### src/rtl/pwm_dt_multi.sv
// Multi-channel complementary PWM with run-time dead-time; duty and dead-time
// are shadowed and only take effect at the period boundary.
module pwm_dt_multi #(
    parameter int WIDTH  = 12,
    parameter int NUM_CH = 3
) (
    input  logic                    clk,
    input  logic                    rst_n,
    input  logic                    en,
    input  logic [NUM_CH*WIDTH-1:0] duty,
    input  logic [WIDTH-1:0]        deadtime,
    output logic [NUM_CH-1:0]       pwm_hi,
    output logic [NUM_CH-1:0]       pwm_lo,
    output logic                    period_start
);

    localparam logic [WIDTH-1:0] MAX = '1;

    logic [WIDTH-1:0] cnt;
    logic [WIDTH-1:0] dt_sh;
    logic             cnt_max;
    logic             shadow_load;

    assign cnt_max     = (cnt == MAX);
    assign shadow_load = !en || cnt_max;

    // NOTE: all state is updated with non-blocking assignments so every
    // comparison below sees the pre-increment counter of the same edge.
    always_ff @(posedge clk or negedge rst_n) begin
        if (!rst_n) begin
            cnt          <= '0;
            dt_sh        <= '0;
            period_start <= 1'b0;
        end else begin
            cnt          <= en ? cnt + 1'b1 : '0;
            period_start <= en && cnt_max;
            if (shadow_load) begin
                dt_sh <= deadtime;
            end
        end
    end

    for (genvar k = 0; k < NUM_CH; k++) begin : g_ch
        logic [WIDTH-1:0] duty_sh;
        logic [WIDTH:0]   lo_thresh;
        logic             hi_q;
        logic             lo_q;

        // NOTE: the sum is one bit wider so duty+dead-time past MAX never wraps
        // back into range; an oversized threshold simply keeps pwm_lo off.
        assign lo_thresh = {1'b0, duty_sh} + {1'b0, dt_sh};

        always_ff @(posedge clk or negedge rst_n) begin
            if (!rst_n) begin
                duty_sh <= '0;
                hi_q    <= 1'b0;
                lo_q    <= 1'b0;
            end else begin
                if (shadow_load) begin
                    duty_sh <= duty[k*WIDTH +: WIDTH];
                end

                if (!en) begin
                    hi_q <= 1'b0;
                end else if (cnt >= duty_sh) begin
                    hi_q <= 1'b0;
                end else if (cnt >= dt_sh) begin
                    hi_q <= 1'b1;
                end

                // Clearing at MAX wins over setting, so duty=MAX with dt=0
                // never produces a one-cycle low-side pulse.
                if (!en) begin
                    lo_q <= 1'b0;
                end else if (cnt_max) begin
                    lo_q <= 1'b0;
                end else if ({1'b0, cnt} >= lo_thresh) begin
                    lo_q <= 1'b1;
                end
            end
        end

        assign pwm_hi[k] = hi_q;
        assign pwm_lo[k] = lo_q;
    end

endmodule

### config.mk
export PLATFORM = sky130hd
export DESIGN_NAME = pwm_dt_multi
export DESIGN_NICKNAME = d
export VERILOG_FILES = /design/src/rtl/pwm_dt_multi.sv
export SDC_FILE = /design/constraint.sdc
export NUM_CORES = 1
export LEC_CHECK = 0
export ABC_AREA = 1
export CAP_MARGIN = 10
export CORE_ASPECT_RATIO = 2
export CORE_MARGIN = 3
export CORE_UTILIZATION = 54
export DETAILED_ROUTE_END_ITERATION = 7
export PLACE_DENSITY_LB_ADDON = 0.15
export SLEW_MARGIN = 5
export SYNTH_ARGS = -nofsm -noshare
export SYNTH_HDL_FRONTEND = slang
export SYNTH_SLANG_ARGS = --single-unit
### constraint.sdc
create_clock -name clk -period 2.85 [get_ports clk]
set_input_delay 0.57 -clock clk [delete_from_list [all_inputs] [get_ports clk]]
set_output_delay 0.57 -clock clk [all_outputs]
set_load 0.02 [all_outputs]
==> metrics.txt <==
dpl ws=0.1119 ns; Clock Skews=0.01008 ns; gpl congestion=approximately 0.97; Iter 0 DRT Violations=roughly 290; CTS max path bufs=2; Synth top area share=a little over a quarter; Slew @ Worst Pin=around 0.63 ns; die width=roughly 83 µm; Max Freq=approximately 360 MHz; TritonCTS clock tree=built; die height=159.7 µm; first-pass GRT wire length=between 20 and 30 mm; Final WS setup=around 0.083 ns; CP required=roughly 3.1 ns; post-synth cell types=31; switching share of power=approximately 38%; largest net degree at the start of global routing=68; Detailed Route WL=about 18 mm; row count=55; WHS=roughly 0.19 ns; Max FO, Critical Path=4; Starting Density=between 50% and 60%; clock share of power=between 30% and 40%; Synth area leaders=dfrtp_1 (26%), ha_1 (24%), nand2_1 (9.9%); Lkg Pwr=between 3 and 4 nW; WS Path Type=flip-flop to flip-flop; Placed Cells=between 1000 and 1500; drt wl/cell=between 15 and 20 µm; initial antenna violation count=0; GRT Total Usage=27.94%; crit path DAT=between 3 and 4 ns; Seq cells post-synth=67; # nets final=approximately 1100; Syn Nets=about 980; part of the power in combinational logic=a little over a third; final worst path period share=97.08%; sequential share of the synthesized area=between 20% and 30%; clk_lat worst skew=between 0.3 and 0.4 ns; Int Power=roughly 2.2 mW; dpl hpwl=13.74 mm; startpoint types=flip-flop; total power=approximately 3.5 mW; Worst IR Drop VDD=slightly below 0.4 mV; vias in the first global route=between 6000 and 7000; Setup TNS Final=0 ns; Finished Cell Area=between 7000 and 8000 µm²; share of layout cells above drive strength 1=roughly 14%; maxcap violations=0; drt via density=5.577; total grt overflow=0; status=completed; Die Area=around 13000 µm²; ANT nets after route=0; Hold Crit Class=input pin to async pin; Final Hold Fails=0; drt drc=0; Synth Instances=803; cts bufs inserted=9; floorplan core area=~11000 µm²; YS warnings=0; Crit. End Element=flip-flop; H-Tree Depth=3; max-slew violation count=0; DP Area=a little over 7000 µm²; Top Ports=between 50 and 60; Final Instance Count excl. Fillers=between 1000 and 1500; Mean Syn Cell Area=roughly 8 µm²; P&R area growth vs syn=18.21%; clock-pin slew on the worst setup and hold paths=around 0.070 ns; P_sw=~1.4 mW; I/O Buffers=57; # setup viols final=0; Pwr per Cell Area=466.7 nW/µm²; antenna fix cells=0; Final Util=~66%; area leader, netlist=dfrtp_1; r2r setup slk=~0.083 ns; minimum clock period=about 2.8 ns; Pre-antenna DRT Iters=4; clk sinks=67; Flop pwr share=a little under a third; Mapped Area=about 6400 µm²; Root Driver=clkbuf_16; Max transition margin=57.85%; Via Count=roughly 5700
-- logic make-up after synthesis --
| logic type | synth area share [%] |
|---|---|
| flops | 26.27 |
| xor+xnor | 4.117 |
| fa+ha+maj | 24.66 |
| compound gates | 16.00 |
| simple gates | 20.25 |
| buf+inv | 8.704 |
-- flip-flops by register name, summed over array words and instances, names as in the netlist --
name and flops:
g_ch.lo_q 3, period_start 1, dt_sh 12, cnt 12
g_ch.hi_q 3, g_ch.duty_sh 36
-- Yosys cell counts --
cell,count
a21oi_1,74
nor2_1,68
and2_1,1
nand3_4,1
xor2_1,21
ha_1,121
nand2_4,2
a21o_1,3
and3_1,2
nor3_1,6
a31oi_1,3
nand2_1,169
xnor2_1,9
clkbuf_1,1
nand2_2,12
buf_12,6
o21bai_1,2
nand3b_1,2
nand3_1,28
o21ai_2,39
inv_1,95
nor2_4,3
or2_2,1
o21a_1,5
clkbuf_4,4
buf_4,6
o21ai_0,40
nand4_1,7
dfrtp_1,67
a21boi_0,2
fa_1,3
-- path summary, 6_finish.rpt --
kind / from / end / cells after the start
min: rst_n / g_ch[0].lo_q / 2
max: dt_sh[0] / g_ch[2].lo_q / 16
max reg2reg: dt_sh[0] / g_ch[2].lo_q / 16
max in group asynchronous: rst_n / dt_sh[0] / 2
min in group clk: cnt[0] / cnt[0] / 1
min reg2reg: cnt[0] / cnt[0] / 1
-- power groups by stage --
stage	Combinational [mW]	Sequential (mW)	Clock, mW
floorplan	0.864	1.07	0
global placement	1.14	1.11	0
detailed placement	1.18	1.11	0
CTS	1.19	1.09	1.18
global route	1.44	1.10	1.22
finish	1.26	1.10	1.17
-- critical path, stage by stage, from the launching register on --
cell      delay, ns
dfrtp_2        0.41
ha_2           0.17
inv_1          0.08
fa_2           0.37
nand3b_1       0.20
nand2_2        0.16
a31oi_4        0.12
xor2_2         0.21
ha_1           0.34
nand2_1        0.09
nor2_2         0.12
nand4_1        0.08
nor2_1         0.09
nor2_1         0.04
nand2_1        0.06
nand2_1        0.06
a21oi_2        0.11
-- per-layer routing --
metal	share of wire, %	GRT usage (%)	vias to the layer above
met2	51	49.67	154
li1	-	-	2833
met5	0	0	-
met1	36	28.62	2645
met3	4.0	4.543	90
met4	8.4	21.35	0
-- cell usage in the layout (no fill, tap or decap), types with 2 or more instances in the layout --
cell / n
inv_8: 3
nor2_4: 3
nand2_1: 167
xor2_1: 20
nand2_4: 2
dfrtp_2: 4
ha_4: 2
nand4_1: 7
o21bai_1: 2
inv_1: 95
buf_4: 23
nand2_2: 14
inv_6: 3
a21oi_2: 7
dfrtp_1: 63
a21oi_1: 67
a21boi_0: 2
ha_2: 4
nor3_1: 6
fa_2: 2
ha_1: 115
o21ai_2: 39
a21o_1: 3
a31oi_1: 2
o21ai_0: 37
o21a_1: 5
nor2_1: 66
and3_1: 2
o21ai_1: 3
nand3_1: 28
nand3b_1: 2
buf_12: 2
xnor2_1: 9
clkdlybuf4s50_1: 56
clkbuf_16: 9
nor2_2: 2
-- cell type report --
type	count	area, µm²
Multi-Input combinational cell	624	4249
Fill cell	1010	3879
Sequential cell	67	1682
Timing Repair Buffer	82	778.2
Inverter	95	356.6
Clock buffer	9	225.2
Tap cell	142	177.7
Clock inverter	7	76.32
-- timing repair --
item	4_1_cts	5_1_grt
hold buffers	0	0
endpoints found under the setup margin	0	3
resized for setup	0	29
setup buffers	0	8
Note: power is estimated with default switching activity, not from simulation.
